**src/rtl/mult_seq_ctrl_pkg.sv**
```systemverilog
// rtl/mult_seq_ctrl_pkg.sv - multiply type/state encodings and accumulator width for the RV32M sequencer
package mult_seq_ctrl_pkg;

  localparam logic [1:0] MULT_TYPE_LOW32      = 2'd0;
  localparam logic [1:0] MULT_TYPE_SXS_HIGH32 = 2'd1;
  localparam logic [1:0] MULT_TYPE_SXU_HIGH32 = 2'd2;
  localparam logic [1:0] MULT_TYPE_UXU_HIGH32 = 2'd3;

  localparam int MULT_ACC_WIDTH = 64;

  typedef enum logic [1:0] {
    MULT_STATE_IDLE = 2'd0,
    MULT_STATE_CALC = 2'd1,
    MULT_STATE_FIX  = 2'd2,
    MULT_STATE_DONE = 2'd3
  } mult_state_e;

  function automatic logic [31:0] mult_abs(input logic [31:0] v, input logic neg);
    return neg ? (~v + 32'd1) : v;
  endfunction

endpackage

```
**src/rtl/mult_shift_add_step.sv**
```systemverilog
// rtl/mult_shift_add_step.sv - one CALC cycle of the shift-add multiplier, BITS_PER_CYCLE partial products
module mult_shift_add_step
  import mult_seq_ctrl_pkg::*;
#(
  parameter int BITS_PER_CYCLE = 1
) (
  input  logic [MULT_ACC_WIDTH-1:0] acc,
  input  logic [MULT_ACC_WIDTH-1:0] mcand,
  input  logic [31:0]               mplier,
  output logic [MULT_ACC_WIDTH-1:0] acc_next,
  output logic [MULT_ACC_WIDTH-1:0] mcand_next,
  output logic [31:0]               mplier_next
);

  always_comb begin
    acc_next = acc;
    for (int i = 0; i < BITS_PER_CYCLE; i++) begin
      if (mplier[i]) begin
        acc_next = acc_next + (mcand << i);
      end
    end
  end

  assign mcand_next  = mcand << BITS_PER_CYCLE;
  assign mplier_next = mplier >> BITS_PER_CYCLE;

endmodule

```
**src/rtl/mult_seq_ctrl.sv**
```systemverilog
// rtl/mult_seq_ctrl.sv - iterative RV32M multiply sequencer with pipeline stall and result strobe
// Optional product cache enabled by defining MULT_PRODUCT_REUSE_EN.
module mult_seq_ctrl
  import mult_seq_ctrl_pkg::*;
#(
  parameter int BITS_PER_CYCLE = 1
) (
  input  logic        clk,
  input  logic        rst,
  input  logic        req_valid_i,
  input  logic [1:0]  mult_type_i,
  input  logic [31:0] rs1_data_i,
  input  logic [31:0] rs2_data_i,
  input  logic [4:0]  rd_addr_i,
  input  logic        rd_we_i,
  input  logic        flush_i,
  output logic        stall_o,
  output logic        busy_o,
  output logic        result_valid_o,
  output logic [31:0] result_o,
  output logic [4:0]  rd_addr_o,
  output logic        rd_we_o
);

  localparam int N_CALC = 32 / BITS_PER_CYCLE;
  localparam int CNT_W  = $clog2(N_CALC);
  localparam logic [CNT_W-1:0] CNT_LAST = CNT_W'(N_CALC - 1);

  mult_state_e state_q, state_d;
  logic [MULT_ACC_WIDTH-1:0] acc_q, mcand_q, acc_step, mcand_step, acc_fixed;
  logic [31:0] mplier_q, mplier_step, result_q, result_sel, hit_result;
  logic [CNT_W-1:0] count_q;
  logic [1:0] type_q;
  logic [4:0] rd_addr_q, rd_addr_out_q;
  logic sign_q, rd_we_q, rd_we_out_q;
  logic accept, neg_a, neg_b, hit;

  assign accept = (state_q == MULT_STATE_IDLE) && req_valid_i && !flush_i;
  assign neg_a  = rs1_data_i[31] && ((mult_type_i == MULT_TYPE_SXS_HIGH32) ||
                                     (mult_type_i == MULT_TYPE_SXU_HIGH32));
  assign neg_b  = rs2_data_i[31] && (mult_type_i == MULT_TYPE_SXS_HIGH32);

  assign acc_fixed  = sign_q ? (~acc_q + 64'd1) : acc_q;
  assign result_sel = (type_q == MULT_TYPE_LOW32) ? acc_fixed[31:0] : acc_fixed[63:32];

  mult_shift_add_step #(.BITS_PER_CYCLE(BITS_PER_CYCLE)) u_step (
    .acc         (acc_q),
    .mcand       (mcand_q),
    .mplier      (mplier_q),
    .acc_next    (acc_step),
    .mcand_next  (mcand_step),
    .mplier_next (mplier_step)
  );

`ifdef MULT_PRODUCT_REUSE_EN
  logic [31:0] op_rs1_q, op_rs2_q, c_rs1_q, c_rs2_q;
  logic [1:0]  c_type_q;
  logic [MULT_ACC_WIDTH-1:0] c_prod_q;
  logic        c_valid_q;

  // The low half is identical for every signedness, so LOW32 hits any cached type.
  assign hit = c_valid_q && (rs1_data_i == c_rs1_q) && (rs2_data_i == c_rs2_q) &&
               ((mult_type_i == MULT_TYPE_LOW32) || (mult_type_i == c_type_q));
  assign hit_result = (mult_type_i == MULT_TYPE_LOW32) ? c_prod_q[31:0] : c_prod_q[63:32];

  always_ff @(posedge clk or negedge rst) begin
    if (!rst) begin
      op_rs1_q  <= '0;
      op_rs2_q  <= '0;
      c_rs1_q   <= '0;
      c_rs2_q   <= '0;
      c_type_q  <= '0;
      c_prod_q  <= '0;
      c_valid_q <= 1'b0;
    end else begin
      if (accept) begin
        op_rs1_q <= rs1_data_i;
        op_rs2_q <= rs2_data_i;
      end
      if ((state_q == MULT_STATE_FIX) && !flush_i) begin
        c_rs1_q   <= op_rs1_q;
        c_rs2_q   <= op_rs2_q;
        c_type_q  <= type_q;
        c_prod_q  <= acc_fixed;
        c_valid_q <= 1'b1;
      end
    end
  end
`else
  assign hit        = 1'b0;
  assign hit_result = '0;
`endif

  always_comb begin
    state_d = state_q;
    case (state_q)
      MULT_STATE_IDLE: if (accept) state_d = hit ? MULT_STATE_DONE : MULT_STATE_CALC;
      MULT_STATE_CALC: if (count_q == CNT_LAST) state_d = MULT_STATE_FIX;
      MULT_STATE_FIX:  state_d = MULT_STATE_DONE;
      MULT_STATE_DONE: state_d = MULT_STATE_IDLE;
      default:         state_d = MULT_STATE_IDLE;
    endcase
    if (flush_i) state_d = MULT_STATE_IDLE;
  end

  always_ff @(posedge clk or negedge rst) begin
    if (!rst) begin
      state_q       <= MULT_STATE_IDLE;
      acc_q         <= '0;
      mcand_q       <= '0;
      mplier_q      <= '0;
      count_q       <= '0;
      sign_q        <= 1'b0;
      type_q        <= '0;
      rd_addr_q     <= '0;
      rd_we_q       <= 1'b0;
      result_q      <= '0;
      rd_addr_out_q <= '0;
      rd_we_out_q   <= 1'b0;
    end else begin
      state_q <= state_d;
      if (accept) begin
        acc_q     <= '0;
        mcand_q   <= {32'd0, mult_abs(rs1_data_i, neg_a)};
        mplier_q  <= mult_abs(rs2_data_i, neg_b);
        count_q   <= '0;
        sign_q    <= neg_a ^ neg_b;
        type_q    <= mult_type_i;
        rd_addr_q <= rd_addr_i;
        rd_we_q   <= rd_we_i;
        if (hit) begin
          result_q      <= hit_result;
          rd_addr_out_q <= rd_addr_i;
          rd_we_out_q   <= rd_we_i;
        end
      end else if (state_q == MULT_STATE_CALC) begin
        acc_q    <= acc_step;
        mcand_q  <= mcand_step;
        mplier_q <= mplier_step;
        count_q  <= (count_q == CNT_LAST) ? '0 : count_q + CNT_W'(1);
      end else if ((state_q == MULT_STATE_FIX) && !flush_i) begin
        result_q      <= result_sel;
        rd_addr_out_q <= rd_addr_q;
        rd_we_out_q   <= rd_we_q;
      end
    end
  end

  // Gated by rst so a request held during reset cannot assert stall.
  assign stall_o        = rst && (accept || (state_q == MULT_STATE_CALC) || (state_q == MULT_STATE_FIX));
  assign busy_o         = (state_q != MULT_STATE_IDLE);
  assign result_valid_o = (state_q == MULT_STATE_DONE) && !flush_i;
  assign result_o       = result_q;
  assign rd_addr_o      = rd_addr_out_q;
  assign rd_we_o        = rd_we_out_q && result_valid_o;

endmodule

```
**config.mk**
```make
export PLATFORM = sky130hd
export DESIGN_NAME = mult_seq_ctrl
export DESIGN_NICKNAME = d
export VERILOG_FILES = /design/src/rtl/mult_seq_ctrl_pkg.sv /design/src/rtl/mult_shift_add_step.sv /design/src/rtl/mult_seq_ctrl.sv
export SDC_FILE = /design/constraint.sdc
export NUM_CORES = 1
export LEC_CHECK = 0
export BUFFER_PORTS_ARGS = -buffer_cell sky130_fd_sc_hd__clkbuf_2
export CAP_MARGIN = 0
export CELL_PAD_IN_SITES_DETAIL_PLACEMENT = 0
export CELL_PAD_IN_SITES_GLOBAL_PLACEMENT = 2
export CORE_UTILIZATION = 38
export CTS_CLUSTER_DIAMETER = 100
export DETAILED_ROUTE_END_ITERATION = 10
export MAX_ROUTING_LAYER = met4
export PLACE_DENSITY_LB_ADDON = 0.3
export SLEW_MARGIN = 20
export SYNTH_ARGS = -nofsm -noshare
export SYNTH_HDL_FRONTEND = slang
export SYNTH_SLANG_ARGS = --single-unit
```
**constraint.sdc**
```tcl
create_clock -name clk -period 4.3 [get_ports clk]
set_input_delay 1.075 -clock clk [delete_from_list [all_inputs] [get_ports clk]]
set_output_delay 1.075 -clock clk [all_outputs]
set_load 0.05 [all_outputs]
```
==> results.cfg, run 1 <==
[run_status]
status = completed

[global_routing]
grt_max_degree = 91
overflow = 0
grt.total_usage_pct = 23.12
first_global_vias = 13274
grt_pass1_wl_um = 73890
antenna_found_initial = 1

[setup_path]
crit_fanout = 7
arrival_ns = 4.26
end_kind = flip-flop
required_ns = 4.72
critPathLaunchType = flip-flop
path_class = reg2reg

[routing]
drt_wl_total_um = 46170
via_per_inst = 5.450
remaining_drc_errors = 0
vias = 13466
first_iter_violations = 744
post_drt_wl_per_cell_um = 18.68
dr.pass1.iters = 5
ant_nets = 0

[synthesis]
ys_ff_latch = 214
ys_warn_count = 0
synth_area_mm2 = 0.01542
synth_nets = 2006
ys.flop_type = dfrtp_1
synthCells = 1855
avgSynthCellArea_um2 = 8.311
synth-async-reset-ratio_pct = 100.0
synth_sequential_area_ratio_pct = 34.74
synth_edf_count = 0
synth.distinct_cells = 78

[clock_tree]
cts_buffers = 28
cts-htree-levels = 1
postCtsResizedCells = 0
cts.sinks = 214
clk_latency_ns = 0.56
clock-root-buffer = clkbuf_16
postCtsSetupBuffers = 0
cts_tree = built
cts_hold_buf = 0
clk_path_buf_depth = 3
path_clk_slew_ns = 0.06

[sta]
period_minus_slack_ns = 3.839
fmaxAchievable_ghz = 0.2605
fin_tns_setup_ns = 0
clock_skew_ns = 0.03080
hold_violations = 0
report.final.slew_viol_count = 0
worst_slack_ns = 0.4608
max_slew.worst_pin.slew_ns = 1.125
post-route-period-util_pct = 89.28
relSlewSlack_pct = 25.03
rsz0062_at_grt = no
setup_violations = 0

[power]
ir_worst_vdd_mv = 0.3482
leakage_nw = 7.935
powerDensity_mw_per_mm2 = 682.1
total_power_mw = 11.92

[die]
coreArea_mm2 = 0.03991
fp-row-count = 73
io_pins = 117
die-area_mm2 = 0.04138
initial_utilization_pct = 38.62
die_h_um = 203.4
die_w_um = 203.4

[finish]
fillers = 4063
final_core_util_pct = 43.78
drive_above_1_share_pct = 11.67
finalNetCount = 2074
syn_to_final_growth_pct = 13.35

[worst_hold_path]
hold_path_class = in2async

[placement]
dp_slack_ns = 0.2674
place_congestion = 0.8990
port-buffer-count = 116
dp_hpwl_um = 34320

[run]
maxCapViolations = 0
-- layer usage --
metal	share of wire (%)	vias to the layer above	GRT usage (%)	wire, um
met2	44	276	34.76	20240
li1	-	6741	-	-
met4	2.7	0	6.230	1245
met5	0	-	-	0
met3	4.4	69	2.972	2025
met1	49	6380	32.59	22660
-- worst paths after layout --
check,startpoint,endpoint,slack [ns],depth (start not counted)
max,acc_q[1]$_DFFE_PN0P_,acc_q[51]$_DFFE_PN0P_,0.46,12
min,rst,result_o[9]$_DFFE_PN0P_,0.36,1
max reg2reg,acc_q[1]$_DFFE_PN0P_,acc_q[51]$_DFFE_PN0P_,0.46,12
min reg2reg,rd_addr_q[4]$_DFFE_PN0P_,rd_addr_o[4]$_DFFE_PN0P_,0.47,2
max in group asynchronous,rst,mplier_q[17]$_DFFE_PN0N_,2.76,2
min in group clk,rd_addr_q[4]$_DFFE_PN0P_,rd_addr_o[4]$_DFFE_PN0P_,0.47,2
-- cells by family (layout without fill, tap and decap cells) --
| group | after synthesis | after routing | synth area share, % |
|---|---|---|---|
| other | 0 | 1 | 0 |
| AND/OR/NAND/NOR | 638 | 638 | 19.08 |
| multiplexers | 98 | 98 | 6.452 |
| XOR/XNOR | 168 | 168 | 9.545 |
| AO/OA/AOI/OAI | 529 | 529 | 20.54 |
| flip-flops | 214 | 214 | 34.74 |
| adder cells (fa/ha/maj) | 75 | 75 | 6.136 |
| buffers and inverters | 133 | 223 | 3.506 |
-- registers in the layout (all words and copies together), names as in the netlist --
signal and count:
type_q 2, rd_addr_o 5, state_q 2, sign_q 1, rd_addr_q 5, rd_we_out_q 1, acc_q 64, result_o 32
mcand_q 64, rd_we_q 1, count_q 5, mplier_q 32
-- power breakdown --
part	leakage [nW]	switching [mW]	total, mW	internal (mW)
logic	4.63	3.82	5.98	2.16
clock network	0.498	0.934	2.54	1.60
registers	2.81	0.725	3.40	2.68
-- cell usage in the layout (no fill, tap or decap), types with 16 or more instances in the layout --
cell and count:
a21oi_1 161, o31ai_1 32, xnor2_1 96, inv_1 27
buf_4 28, o21ai_0 184, nor3_1 28, clkbuf_16 29
nand2_1 306, nand3_1 38, xor2_1 72, a31oi_1 16
dfrtp_1 213, nor2_1 131, clkbuf_2 115, a21o_1 42
ha_1 73, mux2i_1 96
-- stage by stage --
step | cells | hold WS [ns] | cell area, um^2
2_1_floorplan | 1855 | 0.4374 | 15420
3_3_place_gp | 2418 | 0.4491 | 16460
3_5_place_dp | 2418 | 0.4543 | 16460
4_1_cts | 2470 | 0.3540 | 17470
5_1_grt | 2471 | 0.3750 | 17470
6_report | 2471 | 0.3636 | 17470
-- worst max-delay path: stages (launching register included) --
cell	delay, ns
dfrtp_1	0.47
ha_1	0.32
a21o_1	0.17
and4_1	0.23
nor3_1	0.21
o31ai_1	0.16
a41oi_1	0.37
o21ai_0	0.25
a311oi_1	0.80
o31ai_1	0.23
a31oi_1	0.21
xor2_1	0.17
o21ai_0	0.11
-- cell type report --
| class | instances | area (um^2) | area share (%) |
|---|---|---|---|
| Antenna cell | 1 | 2.502 | 0.01432 |
| Tap cell | 525 | 656.9 | 3.759 |
| Multi-Input combinational cell | 1508 | 9545 | 54.63 |
| Sequential cell | 214 | 5356 | 30.65 |
| Inverter | 27 | 101.3 | 0.5800 |
| Timing Repair Buffer | 144 | 800.8 | 4.583 |
| Clock buffer | 42 | 854.6 | 4.890 |
| Clock inverter | 10 | 156.4 | 0.8950 |
-- cells in the mapped netlist (8+ instances only) --
master,count,share of area [%]
nand2_1,307,7.5
dfrtp_1,214,35
o21ai_0,184,6.0
a21oi_1,161,5.2
nor2_1,131,3.2
mux2i_1,96,6.2
xnor2_1,96,5.5
clkbuf_1,91,2.2
ha_1,74,6.0
xor2_1,72,4.1
a21o_1,42,2.0
nand3_1,38,1.2
o31ai_1,32,1.6
nor3_1,28,0.91
inv_1,27,0.66
a31oi_1,16,0.65
o41ai_1,15,0.85
and3_1,14,0.57
or3_1,13,0.53
nand2b_1,12,0.49
nand3b_1,12,0.58
and2_1,11,0.45
nand4_1,11,0.45
o21a_1,11,0.54
o21bai_1,11,0.54
a211oi_1,10,0.49
nor2b_1,10,0.41
or4_1,9,0.44
o211ai_1,8,0.39
Note: power is estimated with default switching activity, not from simulation.
==> run 2: changes to the inputs <==
- CORE_ASPECT_RATIO: unset -> 0.75
==> run 2 against run 1 <==
  * Hold slack better by 0.049 ns
  * Sequential power barely moved
  * Fmax decreased by 0.43%
  * Critical path depth is the same
  * Wire length fell by 0.82%
  * Clock-buffer cell count decreased by 15
  * Non-clock buffer count increased by 9
  * Clock power fell by 7%
  * Sequential share of layout area up 0.075 points
==> results.cfg, run 2 (synthesis results as in run 1) <==
[routing]
post_drt_wl_per_cell_um = 18.55
dr.pass1.iters = 5
first_iter_violations = 939
remaining_drc_errors = 0
ant_nets = 0
vias = 13415
via_per_inst = 5.436
drt_wl_total_um = 45790

[clock_tree]
path_clk_slew_ns = 0.07
cts.sinks = 214
cts-htree-levels = 1
cts_buffers = 25
cts_hold_buf = 0
cts_tree = built
clock-root-buffer = clkbuf_16
clk_path_buf_depth = 3
postCtsResizedCells = 0
postCtsSetupBuffers = 0
clk_latency_ns = 0.55

[sta]
rsz0062_at_grt = no
relSlewSlack_pct = 37.63
clock_skew_ns = 0.02001
post-route-period-util_pct = 89.66
hold_violations = 0
fmaxAchievable_ghz = 0.2594
max_slew.worst_pin.slew_ns = 0.9356
period_minus_slack_ns = 3.856
fin_hold_ws_ns = 0.4127
report.final.slew_viol_count = 0
fin_tns_setup_ns = 0
setup_violations = 0

[placement]
place_inst = 2422
place_congestion = 0.9055
port-buffer-count = 116
dp_hpwl_um = 34500

[global_routing]
grt_pass1_wl_um = 73370
antenna_found_initial = 0
overflow = 0
grt_max_degree = 119
grt.total_usage_pct = 23.05
first_global_vias = 12807

[die]
io_pins = 117
fp-row-count = 63
initial_utilization_pct = 38.80
coreArea_mm2 = 0.03973
die_h_um = 176.4
die_w_um = 234.6
die-area_mm2 = 0.04139

[run]
maxCapViolations = 0

[setup_path]
crit_family = compound AO/OA/AOI/OAI gates
crit_path_top_delay_cell = a311oi_1
max_stage_delay_ns = 0.81
critPathLaunchType = flip-flop
r2r_end = acc_q[47]$_DFFE_PN0P_
arrival_ns = 4.27
path_class = reg2reg
required_ns = 4.72
worst_r2r_path_depth = 12
crit_fanout = 6
end_kind = flip-flop
r2r_setup_slack_ns = 0.44
timing.rr.start = acc_q[1]$_DFFE_PN0P_
path_buf_inv = 0
crit_chain = ha_1 > a21o_1 > and4_1 > nor3_1 > o31ai_1 > a41oi_1 > o21ai_0 > a311oi_1 > o21ba_2 > o211ai_1 > xnor2_1 > a21oi_1

[finish]
finalNetCount = 2080
layout_common_cells = 306 x nand2_1, 213 x dfrtp_1, 184 x o21ai_0
layout.cells.non_filler = 2468
final_core_util_pct = 43.88
fillers = 4074
antenna_cells = 0
reg_top3 = acc_q x64, mcand_q x64
syn_to_final_growth_pct = 13.08
drive_above_1_share_pct = 12.06
layout_commonest_cell = nand2_1

[run_status]
status = completed

[power]
powerDensity_mw_per_mm2 = 676.4
total_power_mw = 11.79
leakage_nw = 7.921
ir_worst_vdd_mv = 0.3611

[worst_hold_path]
hold_path_class = in2async
## run 2: metrics by stage
step / setup WS [ns] / area, um^2
after floorplan: 0.6015 / 15420
after global placement: 0.2490 / 16530
after detailed placement: 0.2433 / 16530
after CTS: 0.5299 / 17430
after global routing: 0.2187 / 17430
final: 0.4444 / 17430
## run 2: worst max-delay path by stage
stage / startpoint / end / slack [ns] / depth (start not counted)
finish: acc_q[1]$_DFFE_PN0P_ / acc_q[47]$_DFFE_PN0P_ / 0.44 / 12
global route: acc_q[0]$_DFFE_PN0P_ / acc_q[62]$_DFFE_PN0P_ / 0.22 / 14
CTS: acc_q[1]$_DFFE_PN0P_ / acc_q[47]$_DFFE_PN0P_ / 0.53 / 12
detailed placement: rs2_data_i[8] / mplier_q[29]$_DFFE_PN0N_ / 0.24 / 12
global placement: rs2_data_i[8] / mplier_q[29]$_DFFE_PN0N_ / 0.25 / 12
floorplan: rs2_data_i[8] / mplier_q[29]$_DFFE_PN0N_ / 0.60 / 11
## run 2: layout make-up
cell class	count	area, um^2	share of cell area (%)
inverter	27	101.3	0.5814
clock inverter	19	247.7	1.421
tap	520	650.6	3.732
multi-input combinational	1508	9542	54.74
sequential	214	5356	30.73
clock buffer	27	653.1	3.747
timing repair buffer	153	880.8	5.053
## run 2: metal layers
layer	part of all wire [%]	track usage, %	up-vias
li1	-	-	6736
met1	55	36.97	6314
met2	38	30.16	321
met3	5.1	3.198	44
met5	0	-	-
met4	1.6	3.710	0
## run 2: report_power, final
group | internal, mW | total [mW] | leakage (nW) | switching (mW)
Combinational | 2.19 | 6.04 | 4.69 | 3.85
Sequential | 2.68 | 3.40 | 2.81 | 0.718
Clock | 1.41 | 2.36 | 0.431 | 0.947
Total | 6.28 | 11.8 | 7.92 | 5.51
==> run 3: changes to the inputs <==
- CORE_UTILIZATION: 38 -> 34
- PLACE_DENSITY_LB_ADDON: 0.3 -> 0.2
- clock period: 4.3 -> 3.38 ns (I/O delays scaled with it)
==> run 3 against run 2 <==
  * Via count rose by 5.5%
  * Fmax rose by 16%
  * Clock-buffer cell count rose by 12
  * Register-to-register slack got worse by 0.40 ns
  * Die area rose by 12%
  * Largest power group unchanged
  * Cell area rose by 9.1%
  * First-iteration DRC count rose by 2.7%
  * Global-route usage fell by 1.3 points
  * Critical endpoint is now result_o[3]$_DFFE_PN0P_
  * Setup slack got worse by 0.40 ns
  * Clock power rose by 20%
  * Largest cell class unchanged
==> results.cfg, run 3 (synthesis results as in run 1) <==
[die]
die-area_mm2 = 0.04621
coreArea_mm2 = 0.04468
die_w_um = 247.9
fp-row-count = 67
initial_utilization_pct = 34.50
io_pins = 117
die_h_um = 186.4

[routing]
first_iter_violations = 964
drt_wl_total_um = 48990
via_per_inst = 5.218
remaining_drc_errors = 0
dr.max_layer_used = met4
dr_wl_met2_um = 19510
post_drt_wl_per_cell_um = 18.06
ant_nets = 0
dr.pass1.iters = 5
met1_length_um = 26690
vias = 14150
route.met3.wl_um = 1942

[setup_path]
max_stage_delay_ns = 0.51
crit_chain = buf_6 > or4_4 > or3_4 > nor3_4 > and3_4 > nand2_4 > or3_4 > or2_4 > o41ai_4 > xnor2_1 > a21oi_2 > o21ai_1
crit_family = simple AND/OR/NAND/NOR gates
required_ns = 3.81
crit_path_frequent_cell = or3_4
critPathLaunchType = flip-flop
crit_fanout = 5
path_buf_inv = 1
path_class = reg2reg
crit_path_top_delay_cell = or4_4
end_kind = flip-flop
arrival_ns = 3.76

[sta]
period_minus_slack_ns = 3.331
hold_violations = 0
setup_violations = 0
fmaxAchievable_ghz = 0.3002
post-route-period-util_pct = 98.54
report.final.slew_viol_count = 0
relSlewSlack_pct = 36.96
max_slew.worst_pin.slew_ns = 0.9456
fin_hold_ws_ns = 0.1482
rsz0062_at_grt = yes
clock_skew_ns = 0.01296

[global_routing]
grt_pass1_wl_um = 77530
overflow = 0
grt.total_usage_pct = 21.76
grt_max_degree = 127
antenna_found_initial = 0
first_global_vias = 13530

[finish]
finalNetCount = 2259
seq_area_mm2 = 0.005356
drive_above_1_share_pct = 20.46
fillers = 4510
syn_to_final_growth_pct = 23.37
antenna_cells = 0
layout_common_cells = 306 x nand2_1, 213 x dfrtp_1, 208 x buf_4
multiInputGateArea_mm2 = 0.009727
layout_commonest_cell = nand2_1
final_core_util_pct = 42.57
reg_top3 = acc_q x64, mcand_q x64

[clock_tree]
path_clk_slew_ns = 0.06
cts.sinks = 214
cts-htree-levels = 1
cts_buffers = 27
clk_latency_ns = 0.56
clock-root-buffer = clkbuf_16
clk_path_buf_depth = 3
cts_tree = built

[power]
ir_worst_vdd_mv = 0.4144
powerDensity_mw_per_mm2 = 847.2
leakage_nw = 8.822

[run_status]
status = completed

[placement]
port-buffer-count = 116
dp_hpwl_um = 36810
place_congestion = 0.8680

[worst_hold_path]
hold_path_class = in2async

[run]
maxCapViolations = 0
==> run 3: cell types whose count changed in the layout (fill, tap and decap cells not counted), moves of 4 or more <==
cell	change
a21oi_1	-5
a21oi_2	+5
buf_12	+4
buf_4	+172
bufinv_16	-4
clkbuf_1	+9
clkinv_2	-4
o21ai_0	-11
o21ai_1	+6
o21ai_2	+4
==> run 3: final cells by class <==
type | instances | share of cell area (%)
clock buffers | 39 | 3.947
clock inverters | 8 | 0.4605
inverters | 27 | 0.5329
multi-input cells | 1508 | 51.14
flip-flops and latches | 214 | 28.16
well taps | 586 | 3.855
repair buffers | 330 | 11.90
==> run 3: worst register-to-register path, cell delays in order, from the launching register on <==
cell and delay, ns:
dfrtp_1 0.43, buf_6 0.14, or4_4 0.51, or3_4 0.36
nor3_4 0.15, and3_4 0.23, nand2_4 0.05, or3_4 0.33
or2_4 0.28, o41ai_4 0.22, xnor2_1 0.14, a21oi_2 0.27
o21ai_1 0.09
==> run 3: worst paths after layout <==
path                                     startpoint                        to  slack (ns)  depth (start not counted)
hold / removal                                  rst     acc_q[21]$_DFFE_PN0P_        0.15                          1
setup / recovery              acc_q[15]$_DFFE_PN0P_   result_o[3]$_DFFE_PN0P_        0.05                         12
setup reg to reg              acc_q[15]$_DFFE_PN0P_   result_o[3]$_DFFE_PN0P_        0.05                         12
hold reg to reg            rd_addr_q[0]$_DFFE_PN0P_  rd_addr_o[0]$_DFFE_PN0P_        0.47                          2
max in group asynchronous                       rst   mcand_q[52]$_DFFE_PN0N_        2.00                          3
min in group clk           rd_addr_q[0]$_DFFE_PN0P_  rd_addr_o[0]$_DFFE_PN0P_        0.47                          2
==> run 3: metal layers <==
layer	vias to the layer above	track usage (%)
met5	-	-
li1	7095	-
met3	44	2.316
met2	285	29.01
met1	6726	34.71
met4	0	4.011
==> run 3: per-stage QoR <==
| stage | TNS [ns] | cells | power, mW | setup slack [ns] | instance area (um^2) |
|---|---|---|---|---|---|
| final | 0 | 2712 | 16.11 | 0.04941 | 19020 |
| after global routing | -0.2529 | 2712 | 17.34 | -0.1317 | 19020 |
| after CTS | -0.008912 | 2709 | 16.07 | -0.008912 | 18820 |
| after detailed placement | -3.292 | 2660 | 13.14 | -0.3527 | 17950 |
| after global placement | -2.193 | 2660 | 13.05 | -0.3060 | 17950 |
| after floorplan | -0.08852 | 1855 | 9.782 | -0.08852 | 15420 |
==> run 3: what timing repair did <==
action                     4_1_cts  5_1_grt
gates resized for setup          5       42
setup endpoints to repair       16       33
setup buffers                    2        3
hold buffers                     0        0
pin swaps                        5        7
==> run 3: power by group <==
part           leakage, nW  switching, mW  internal, mW  total, mW
clock                0.402           1.22          1.62       2.84
sequential            2.81          0.787          3.41       4.20
combinational         5.61           5.35          3.73       9.08
